$ cat config.mk
export PLATFORM = sky130hd
export DESIGN_NAME = display_number_sprites
export DESIGN_NICKNAME = d
export VERILOG_FILES = /design/src/rtl/display_sprite_pkg.sv /design/src/rtl/bin_to_bcd_seq.sv /design/src/rtl/display_number_sprites.sv
export SDC_FILE = /design/constraint.sdc
export NUM_CORES = 1
export LEC_CHECK = 0
export CAP_MARGIN = 20
export CELL_PAD_IN_SITES_DETAIL_PLACEMENT = 2
export CELL_PAD_IN_SITES_GLOBAL_PLACEMENT = 2
export CORE_MARGIN = 3
export CORE_UTILIZATION = 29
export CTS_CLUSTER_DIAMETER = 60
export DETAILED_ROUTE_END_ITERATION = 10
export PLACE_DENSITY_LB_ADDON = 0.1
export SETUP_SLACK_MARGIN = 0.3
export SLEW_MARGIN = 20
export SYNTH_ARGS = -nofsm -noshare
export SYNTH_HDL_FRONTEND = slang
export SYNTH_SLANG_ARGS = --single-unit
$ cat constraint.sdc
create_clock -name clk -period 2.1 [get_ports clk]
set_input_delay 0.21 -clock clk [delete_from_list [all_inputs] [get_ports clk]]
set_output_delay 0.21 -clock clk [all_outputs]
set_load 0.02 [all_outputs]
$ cat src/rtl/display_sprite_pkg.sv
`default_nettype none
// ---------------------------------------------------------------------------
// display_sprite_pkg : sprite-sheet geometry and FSM encoding for digit sprites
// Rev 1.0
// ---------------------------------------------------------------------------
package display_sprite_pkg;

    localparam int SPRITE_COORD_WIDTH    = 11;
    localparam int SPRITE_Y_TOP_DEFAULT    = 281;
    localparam int SPRITE_Y_BOTTOM_DEFAULT = 355;

    typedef enum logic [1:0] {
        ST_IDLE    = 2'd0,
        ST_CONVERT = 2'd1,
        ST_EMIT    = 2'd2
    } state_t;

    function automatic int unsigned digit_x_left(input logic [3:0] d);
        case (d)
            4'd0: return 567;
            4'd1: return 143;
            4'd2: return 172;
            4'd3: return 222;
            4'd4: return 269;
            4'd5: return 319;
            4'd6: return 367;
            4'd7: return 419;
            4'd8: return 464;
            4'd9: return 515;
            default: return 0;
        endcase
    endfunction

    function automatic int unsigned digit_x_right(input logic [3:0] d);
        case (d)
            4'd0: return 608;
            4'd1: return 172;
            4'd2: return 222;
            4'd3: return 269;
            4'd4: return 319;
            4'd5: return 367;
            4'd6: return 419;
            4'd7: return 464;
            4'd8: return 515;
            4'd9: return 567;
            default: return 0;
        endcase
    endfunction

    function automatic int pow10(input int n);
        int r;
        r = 1;
        for (int i = 0; i < n; i++) r = r * 10;
        return r;
    endfunction

endpackage
`default_nettype wire

$ cat src/rtl/bin_to_bcd_seq.sv
`default_nettype none
// ---------------------------------------------------------------------------
// bin_to_bcd_seq : iterative double-dabble, one input bit per clock
// Rev 1.0
// ---------------------------------------------------------------------------
module bin_to_bcd_seq #(
    parameter int VALUE_WIDTH = 10,
    parameter int NUM_DIGITS  = 3
) (
    input  logic                    clk,
    input  logic                    reset,
    input  logic                    start,
    input  logic [VALUE_WIDTH-1:0]  value,
    output logic                    busy,
    output logic                    done,
    output logic [4*NUM_DIGITS-1:0] bcd
);

    localparam int BCD_WIDTH   = 4 * NUM_DIGITS;
    localparam int COUNT_WIDTH = $clog2(VALUE_WIDTH + 1);

    logic [VALUE_WIDTH-1:0] bin;
    logic [COUNT_WIDTH-1:0] count;
    logic [BCD_WIDTH-1:0]   adjusted;

    always_comb begin
        adjusted = bcd;
        for (int i = 0; i < NUM_DIGITS; i++) begin
            if (bcd[4*i +: 4] >= 4'd5) adjusted[4*i +: 4] = bcd[4*i +: 4] + 4'd3;
        end
    end

    // bcd is held after done so the caller can read digits at leisure
    always_ff @(posedge clk or posedge reset) begin
        if (reset) begin
            bin   <= '0;
            bcd   <= '0;
            count <= '0;
            busy  <= 1'b0;
            done  <= 1'b0;
        end else begin
            done <= 1'b0;
            if (start) begin
                bin   <= value;
                bcd   <= '0;
                count <= '0;
                busy  <= 1'b1;
            end else if (busy) begin
                {bcd, bin} <= {adjusted, bin} << 1;
                count      <= count + 1'b1;
                if (count == COUNT_WIDTH'(VALUE_WIDTH - 1)) begin
                    busy <= 1'b0;
                    done <= 1'b1;
                end
            end
        end
    end

endmodule
`default_nettype wire

$ cat src/rtl/display_number_sprites.sv
`default_nettype none
// ---------------------------------------------------------------------------
// display_number_sprites : binary value -> per-digit sprite rectangles, MSD first
// Rev 1.0
// ---------------------------------------------------------------------------
module display_number_sprites
    import display_sprite_pkg::*;
#(
    parameter int VALUE_WIDTH     = 10,
    parameter int NUM_DIGITS      = 3,
    parameter int COORD_WIDTH     = SPRITE_COORD_WIDTH,
    parameter bit BLANK_LEADING   = 1'b1,
    parameter int SPRITE_Y_TOP    = SPRITE_Y_TOP_DEFAULT,
    parameter int SPRITE_Y_BOTTOM = SPRITE_Y_BOTTOM_DEFAULT,
    localparam int INDEX_WIDTH    = (NUM_DIGITS > 1) ? $clog2(NUM_DIGITS) : 1
) (
    input  logic                   clk,
    input  logic                   reset,
    input  logic [VALUE_WIDTH-1:0] value_in,
    input  logic                   value_valid,
    output logic                   value_ready,
    output logic                   digit_valid,
    input  logic                   digit_ready,
    output logic [INDEX_WIDTH-1:0] digit_index,
    output logic                   digit_last,
    output logic                   digit_blank,
    output logic [COORD_WIDTH-1:0] sprite_x_left,
    output logic [COORD_WIDTH-1:0] sprite_x_right,
    output logic [COORD_WIDTH-1:0] sprite_y_top,
    output logic [COORD_WIDTH-1:0] sprite_y_bottom,
    output logic                   overflow
);

    localparam int MAX_VALUE = pow10(NUM_DIGITS) - 1;
    localparam int BCD_WIDTH = 4 * NUM_DIGITS;
    localparam logic [INDEX_WIDTH-1:0] LAST_INDEX = INDEX_WIDTH'(NUM_DIGITS - 1);

    state_t                  state, state_next;
    logic                    accept, saturate, load_beat, finish;
    logic                    conv_busy, conv_done;
    logic [VALUE_WIDTH-1:0]  conv_value;
    logic [BCD_WIDTH-1:0]    bcd;
    logic [3:0]              digits [NUM_DIGITS];
    logic [NUM_DIGITS-1:0]   blank_mask;
    logic                    zero_run;
    logic [INDEX_WIDTH-1:0]  next_index;
    logic [3:0]              sel_digit;
    logic                    sel_blank;

    assign value_ready = (state == ST_IDLE) && !conv_busy;
    assign accept      = value_valid && value_ready;
    assign saturate    = 64'(value_in) > 64'(MAX_VALUE);
    assign conv_value  = saturate ? VALUE_WIDTH'(MAX_VALUE) : value_in;

    bin_to_bcd_seq #(
        .VALUE_WIDTH (VALUE_WIDTH),
        .NUM_DIGITS  (NUM_DIGITS)
    ) u_bcd (
        .clk   (clk),
        .reset (reset),
        .start (accept),
        .value (conv_value),
        .busy  (conv_busy),
        .done  (conv_done),
        .bcd   (bcd)
    );

    // A digit is blank while every digit up to and including it is zero; LSD never blanks
    always_comb begin
        zero_run   = 1'b1;
        blank_mask = '0;
        for (int i = 0; i < NUM_DIGITS; i++) begin
            digits[i]     = bcd[4*(NUM_DIGITS-1-i) +: 4];
            zero_run      = zero_run && (digits[i] == 4'd0);
            blank_mask[i] = BLANK_LEADING && zero_run && (i != NUM_DIGITS - 1);
        end
    end

    assign finish     = (state == ST_EMIT) && digit_ready && digit_last;
    assign load_beat  = ((state == ST_CONVERT) && conv_done) ||
                        ((state == ST_EMIT) && digit_ready && !digit_last);
    assign next_index = (state == ST_EMIT) ? digit_index + 1'b1 : '0;
    assign sel_digit  = digits[next_index];
    assign sel_blank  = blank_mask[next_index];

    always_ff @(posedge clk or posedge reset) begin
        if (reset) state <= ST_IDLE;
        else       state <= state_next;
    end

    always_comb begin
        state_next = state;
        case (state)
            ST_IDLE:    if (accept)    state_next = ST_CONVERT;
            ST_CONVERT: if (conv_done) state_next = ST_EMIT;
            ST_EMIT:    if (finish)    state_next = ST_IDLE;
            default:                   state_next = ST_IDLE;
        endcase
    end

    always_ff @(posedge clk or posedge reset) begin
        if (reset) begin
            digit_valid     <= 1'b0;
            digit_index     <= '0;
            digit_last      <= 1'b0;
            digit_blank     <= 1'b0;
            sprite_x_left   <= '0;
            sprite_x_right  <= '0;
            sprite_y_top    <= '0;
            sprite_y_bottom <= '0;
            overflow        <= 1'b0;
        end else begin
            if (accept) overflow <= saturate;
            if (load_beat) begin
                digit_valid <= 1'b1;
                digit_index <= next_index;
                digit_last  <= (next_index == LAST_INDEX);
                digit_blank <= sel_blank;
                if (sel_blank) begin
                    sprite_x_left   <= '0;
                    sprite_x_right  <= '0;
                    sprite_y_top    <= '0;
                    sprite_y_bottom <= '0;
                end else begin
                    sprite_x_left   <= COORD_WIDTH'(digit_x_left(sel_digit));
                    sprite_x_right  <= COORD_WIDTH'(digit_x_right(sel_digit));
                    sprite_y_top    <= COORD_WIDTH'(SPRITE_Y_TOP);
                    sprite_y_bottom <= COORD_WIDTH'(SPRITE_Y_BOTTOM);
                end
            end else if (finish) begin
                digit_valid     <= 1'b0;
                digit_index     <= '0;
                digit_last      <= 1'b0;
                digit_blank     <= 1'b0;
                sprite_x_left   <= '0;
                sprite_x_right  <= '0;
                sprite_y_top    <= '0;
                sprite_y_bottom <= '0;
            end
        end
    end

endmodule
`default_nettype wire
# Word level (Yosys, flattened, before mapping)
# Memory sizes are Yosys's and may differ from the RTL's.
# Cells that the tools add are included.
dict set report word_totals {
  ff_bits 80
  romBits 320
  inputBits 14
  output_inout_bits 51
  elab_cells 92
  mem_count 2
}
dict set report op_classes {
  add_sub_neg 5
  n_lt_le_gt_ge 6
  eq_ne 7
  n_mux 40
  bitwise 1
  reduce_logical 16
}
# name depth width read_ports rd_clocked_by_memory_dff wr line_no
set memory_table {}
lappend memory_table {{(name not given)} 16 10 1 0 0 display_sprite_pkg.sv:19} ;# case (d)
lappend memory_table {{(name not given)} 16 10 1 0 0 display_sprite_pkg.sv:35} ;# case (d)
# operator n
set op_table {}
lappend op_table {{$mux 11} 7}
lappend op_table {{$mux 10} 3}
lappend op_table {{$mux 12} 2}
lappend op_table {{$mux 4} 6}
lappend op_table {{$mux 9} 2}
lappend op_table {{$ge 4x3->1 const B} 3}
lappend op_table {{$mux 1} 11}
lappend op_table {{$gt 10x10->1 const B} 1}
lappend op_table {{$mux 2} 5}
lappend op_table {{$add 4x2->4 const B} 2}
lappend op_table {{$bmux 4 s2} 1}
lappend op_table {{$logic_not 4->1} 2}
lappend op_table {{$logic_and 1x1->1} 7}
lappend op_table {{$pmux 2 s3} 1}
lappend op_table {{$add 4x1->4 const B} 1}
lappend op_table {{$eq 2x2->1 const B} 2}
lappend op_table {{$eq 4x4->1 const B} 1}
lappend op_table {{$ne 2x2->1 const B} 2}
lappend op_table {{$reduce_bool 2->1} 2}
lappend op_table {{$add 3x2->3 const B} 1}
lappend op_table {{$ge 3x3->1 const B} 1}
lappend op_table {{$lt 2x3->1 const B} 1}
lappend op_table {{$mux 3} 1}
lappend op_table {{$not 2->3} 1}
lappend op_table {{8 further kinds} 9}

# Longest topological paths before layout
# An unclocked memory read counts as a cell.
dict set report depth {
  word_depth 9
  ltp_mapped 9
  depth_no_buf 8
}

# By module
# From an unflattened synthesis, not the netlist that was laid out.
dict set report unflattened {
  cells_unflattened 364
  area_unflattened_um2 3479.6
}
# mod instances cells_per_inst area_per_inst_um2 seq_area_each_um2
set modules_own_cells {}
lappend modules_own_cells {display_number_sprites 1 210 1986.9 725.7}
lappend modules_own_cells {bin_to_bcd_seq 1 154 1492.7 700.7}

# Worst setup path before layout
# OpenSTA, ideal clock, no wires.
dict set report synth_path {
  kind {flip-flop to flip-flop}
  start {register digit_index[0]}
  end {register sprite_x_right[2]}
  setup_ns 0.080
  t_arrival_ns 2.141
  required_ns 2.020
  slack_ns -0.122
  path_stages_with_launch 10
  path_buffers 1
  synth_period_minus_slack_ns 2.222
  path_cell_list {dfrtp_1 buf_4 nand2_1 a21oi_1 a21o_2 inv_1 ha_1 nand3_1 or3b_1 o211ai_2}
}
dict set report synth_between {
  elab_chain_cells 9
  elab_cells_between_ends 11
  classes_between {1 x add/sub; 8 x mux; 1 x bitwise; 1 x memory}
}
# element line_no
set synth_rtl {}
lappend synth_rtl {{start, declared} display_number_sprites.sv:24} ;# output logic [INDEX_WIDTH-1:0] digit_index,
lappend synth_rtl {{start signal, assigned} display_number_sprites.sv:116} ;# digit_index <= next_index;
lappend synth_rtl {{$add 2x1->2 *} display_number_sprites.sv:82} ;# assign next_index = (state == ST_EMIT) ? digit_index + 1'b1 : '0;
lappend synth_rtl {{$mux 2 *} display_number_sprites.sv:82}
lappend synth_rtl {{$not 2->3 (not written as such)} display_number_sprites.sv:83} ;# assign sel_digit = digits[next_index];
lappend synth_rtl {{$bmux 4 s2} display_number_sprites.sv:83}
lappend synth_rtl {{$mux 4 (not written as such) (2 in series)} display_number_sprites.sv:83}
lappend synth_rtl {{$mem_v2 16x10} n/a}
lappend synth_rtl {{$mux 11 *} display_number_sprites.sv:119} ;# if (sel_blank) begin
lappend synth_rtl {{$mux 11 *} display_number_sprites.sv:114} ;# if (load_beat) begin
lappend synth_rtl {{end signal, assigned} display_number_sprites.sv:126} ;# sprite_x_right <= COORD_WIDTH'(digit_x_right(sel_digit));
lappend synth_rtl {{end, declared} display_number_sprites.sv:28} ;# output logic [COORD_WIDTH-1:0] sprite_x_right,
# Mark *: on every way between the ends. The rest lies on a longest branch, timed or not. The select of a mux whose other input is x is not followed.
# A chain may end at the register's enable or synchronous reset.

# Worst setup path in the final report
dict set report layout_path {
  start {register u_bcd.bcd[4]}
  end {register sprite_x_left[6]}
}
dict set report layout_between {
  elab_chain_cells 6
  elab_cells_between_ends 10
  classes_between {7 x mux; 2 x reduce/logical; 1 x memory}
}
# element line_no
set layout_rtl {}
lappend layout_rtl {{start, declared} bin_to_bcd_seq.sv:16} ;# output logic [4*NUM_DIGITS-1:0] bcd
lappend layout_rtl {{start signal, assigned} bin_to_bcd_seq.sv:49} ;# {bcd, bin} <= {adjusted, bin} << 1;
lappend layout_rtl {{$bmux 4 s2 or $logic_not 4->1 (tied branches)} {display_number_sprites.sv:83, display_number_sprites.sv:74}}
lappend layout_rtl {{$mux 4 (not written as such) or $logic_and 1x1->1 (tied branches)} {display_number_sprites.sv:83, display_number_sprites.sv:74}}
lappend layout_rtl {{$mux 4 (not written as such) or $bmux 1 s2 (tied branches)} {display_number_sprites.sv:83, display_number_sprites.sv:84}}
lappend layout_rtl {{$mem_v2 16x10 or $mux 1 (tied branches)} n/a}
lappend layout_rtl {{$mux 11 *} display_number_sprites.sv:119}
lappend layout_rtl {{$mux 11 *} display_number_sprites.sv:114}
lappend layout_rtl {{end signal, assigned} display_number_sprites.sv:125} ;# sprite_x_left <= COORD_WIDTH'(digit_x_left(sel_digit));
lappend layout_rtl {{end, declared} display_number_sprites.sv:27} ;# output logic [COORD_WIDTH-1:0] sprite_x_left,
# Marks and branches as above.

==> impl_metrics.tcl <==
set metrics [dict create \
    finalWirelength_um 10400 \
    final_common_cell "dfrtp_1" \
    ios 65 \
    synth_top_area_share_pct 43.4 \
    syn_area_um2 3290 \
    synth_area_per_cell_um2 9.76 \
    grt_overflow 0 \
    worstPathRequired_ps 2310 \
    io_buffers 49 \
    fin_nets 460 \
    cp_max_fo 5 \
    synth_cell_types 57 \
    dieArea_um2 12700 \
    nFillCells 1198 \
    timing.final.ws_setup_ps -7.27 \
    clock_skew_ps 7.05 \
    grt_max_degree 27 \
    maxSlewViolCount 0 \
    wire_per_inst_um 18.1 \
    timing.final.crit_share_pct 100 \
    synth_seq_cells 57 \
    synthTopCellsByArea "dfrtp_1 (43%), ha_1 (6.5%), nand2_1 (6.3%)" \
    max_slew_margin_pct 56.4 \
    cts_tree "yes" \
    hold_class "in -> async" \
    startpoint_type "register" \
    drt-pass1-iter-count 4 \
    synthesis.instances 337 \
    drc 0 \
    endpoint_kind "register" \
    worstSetupPathType "reg -> reg" \
    via_per_inst 5.01 \
    synth_top_area_cell "dfrtp_1" \
    dp_hpwl_um 7310 \
    finalHoldWorstSlack_ps 216 \
    fp.dieH_um 113 \
    clkTransAtPathRegs_ps 50 \
    yosys_warnings 0 \
    grt_pass1_wl_um 17200 \
    finish.utilization_pct 43.0 \
    clock-sinks 57 \
    drive_above_1_share_pct 28.8 \
    antenna_found_initial 0 \
    yosysSeqAreaShare_pct 43.4 \
    clkLatencyLatePin_ps 330 \
    ir_worst_vdd_uv 688 \
    diodes 0 \
    p_leak_nw 2.13 \
    num_rows 38 \
    clockRootBuffer "clkbuf_16" \
    first_iter_violations 82 \
    async_reset_ff_share_pct 100 \
    failed_checks "setup timing" \
    num_vias 2874 \
    ant_nets 0 \
    hold_viol 0 \
    rsz0062_at_grt "yes" \
    status "finished, violations left" \
    grt_pass1_vias 3226 \
    track_usage_pct 17.1 \
    maxCapViolCount 0 \
    clock_path_buffers 2 \
    core_area_um2 11000 \
    fin_crit_ps 2110 \
    setup-violations-final 2 \
    cts_buffers 9 \
    area_growth_pct 43.7 \
    synth-main-ff-cell "dfrtp_1" \
    routabilityCongestion 0.760 \
    final_cell_mix "dfrtp_1 (54), nand2_1 (51), clkdlybuf4s50_1 (47), buf_4 (45), o21ai_0 (19)" \
    critPathArrivalTime_ps 2320 \
    die_w_um 113 \
    worst_slew_pin_slew_ps 654 \
    synth-edff-count 0 \
    timing.fmax_mhz 475 \
    cts.htree.levels 3 \
    power_density_nw_per_um2 1620 \
    cts_hold_buf 0 \
    initial_utilization_pct 29.9 \
]
metrics by stage:
step	setup slack [ps]	power (mW)	setup TNS, ps	instances	cell area (um2)
after floorplan	153	4.24	0	351	3390
after global placement	46.6	5.64	0	544	4130
after detailed placement	-58.1	5.77	-123	544	4130
after CTS	4.50	7.64	0	572	4650
after global routing	-81.6	8.24	-593	574	4730
final	-7.27	7.65	-10.6	574	4730
metal layers:
metal,wire length (um),vias up,global-route usage (%)
li1,-,1350,-
met1,4450,1466,20.8
met2,5450,45,29.9
met3,274,13,2.91
met4,195,0,7.29
met5,0,-,0
logic make-up after synthesis:
group / share of synthesized area, %
other cells: 0.114
xor+xnor: 1.60
simple gates: 16.9
buf+inv: 8.86
flops: 43.4
mux: 2.97
compound gates: 19.7
fa+ha+maj: 6.47
area by class of cell:
cell class	instances	area [um2]	area share, %
flip-flops and latches	57	1430	30.3
repair buffers	101	935	19.8
clock buffers	14	274	5.80
inverters	12	47.5	1.01
clock inverters	2	35.0	0.741
well taps	140	175	3.71
multi-input cells	248	1830	38.7
final timing paths:
kind	depth (start not counted)	end	startpoint	slack, ps
hold / removal	2	u_bcd.bcd[0]	reset	220
setup reg to reg	8	sprite_x_left[6]	u_bcd.bcd[4]	-7
hold reg to reg	1	state[0]	u_bcd.done	480
max in group asynchronous	3	sprite_x_left[5]	reset	1320
setup / recovery	8	sprite_x_left[6]	u_bcd.bcd[4]	-7
min in group clk	1	state[0]	u_bcd.done	480
worst max-delay path, cell delays in order, from the launching register on:
cell and delay [ps]:
dfrtp_1 390, inv_2 90, ha_4 120, or4b_4 470
o211ai_4 250, a21o_4 200, nor3b_2 60, buf_4 140
a221o_1 270
Yosys cell counts, types with 3 or more instances:
cell type  number
o22ai_1         4
nor3_1          7
mux2_2          4
a21oi_1        15
a221o_1         9
ha_1           17
nand2_1        55
inv_1          12
xor2_1          3
clkbuf_1        8
a22o_1          9
o31ai_1         6
buf_4          24
nand3_1         9
o21ai_0        21
xnor2_1         3
a22oi_1         5
nand2b_1        6
dfrtp_1        57
mux2i_1         3
nor2_1         12
where the power goes:
| part | leakage [nW] | total, mW | internal (mW) | switching, mW |
|---|---|---|---|---|
| registers | 0.724 | 1.99 | 1.59 | 0.398 |
| logic | 1.25 | 4.15 | 1.98 | 2.16 |
| clock network | 0.153 | 1.52 | 1.01 | 0.506 |
| total | 2.13 | 7.65 | 4.58 | 3.07 |
timing repair:
item | CTS | global route
pin swaps | 9 | 4
resized for setup | 27 | 13
setup endpoints to repair | 26 | 33
gates cloned | 0 | 1
setup buffers | 12 | 1
sequential cells by signal (all words and copies together), names as in the netlist:
signal          flops
u_bcd.bcd          12
u_bcd.bin          10
digit_last          1
u_bcd.count         4
sprite_y_top        1
sprite_x_right     10
digit_index         2
digit_blank         1
u_bcd.busy          1
overflow            1
state               2
digit_valid         1
u_bcd.done          1
sprite_x_left      10
(Power assumes the default switching activity.)
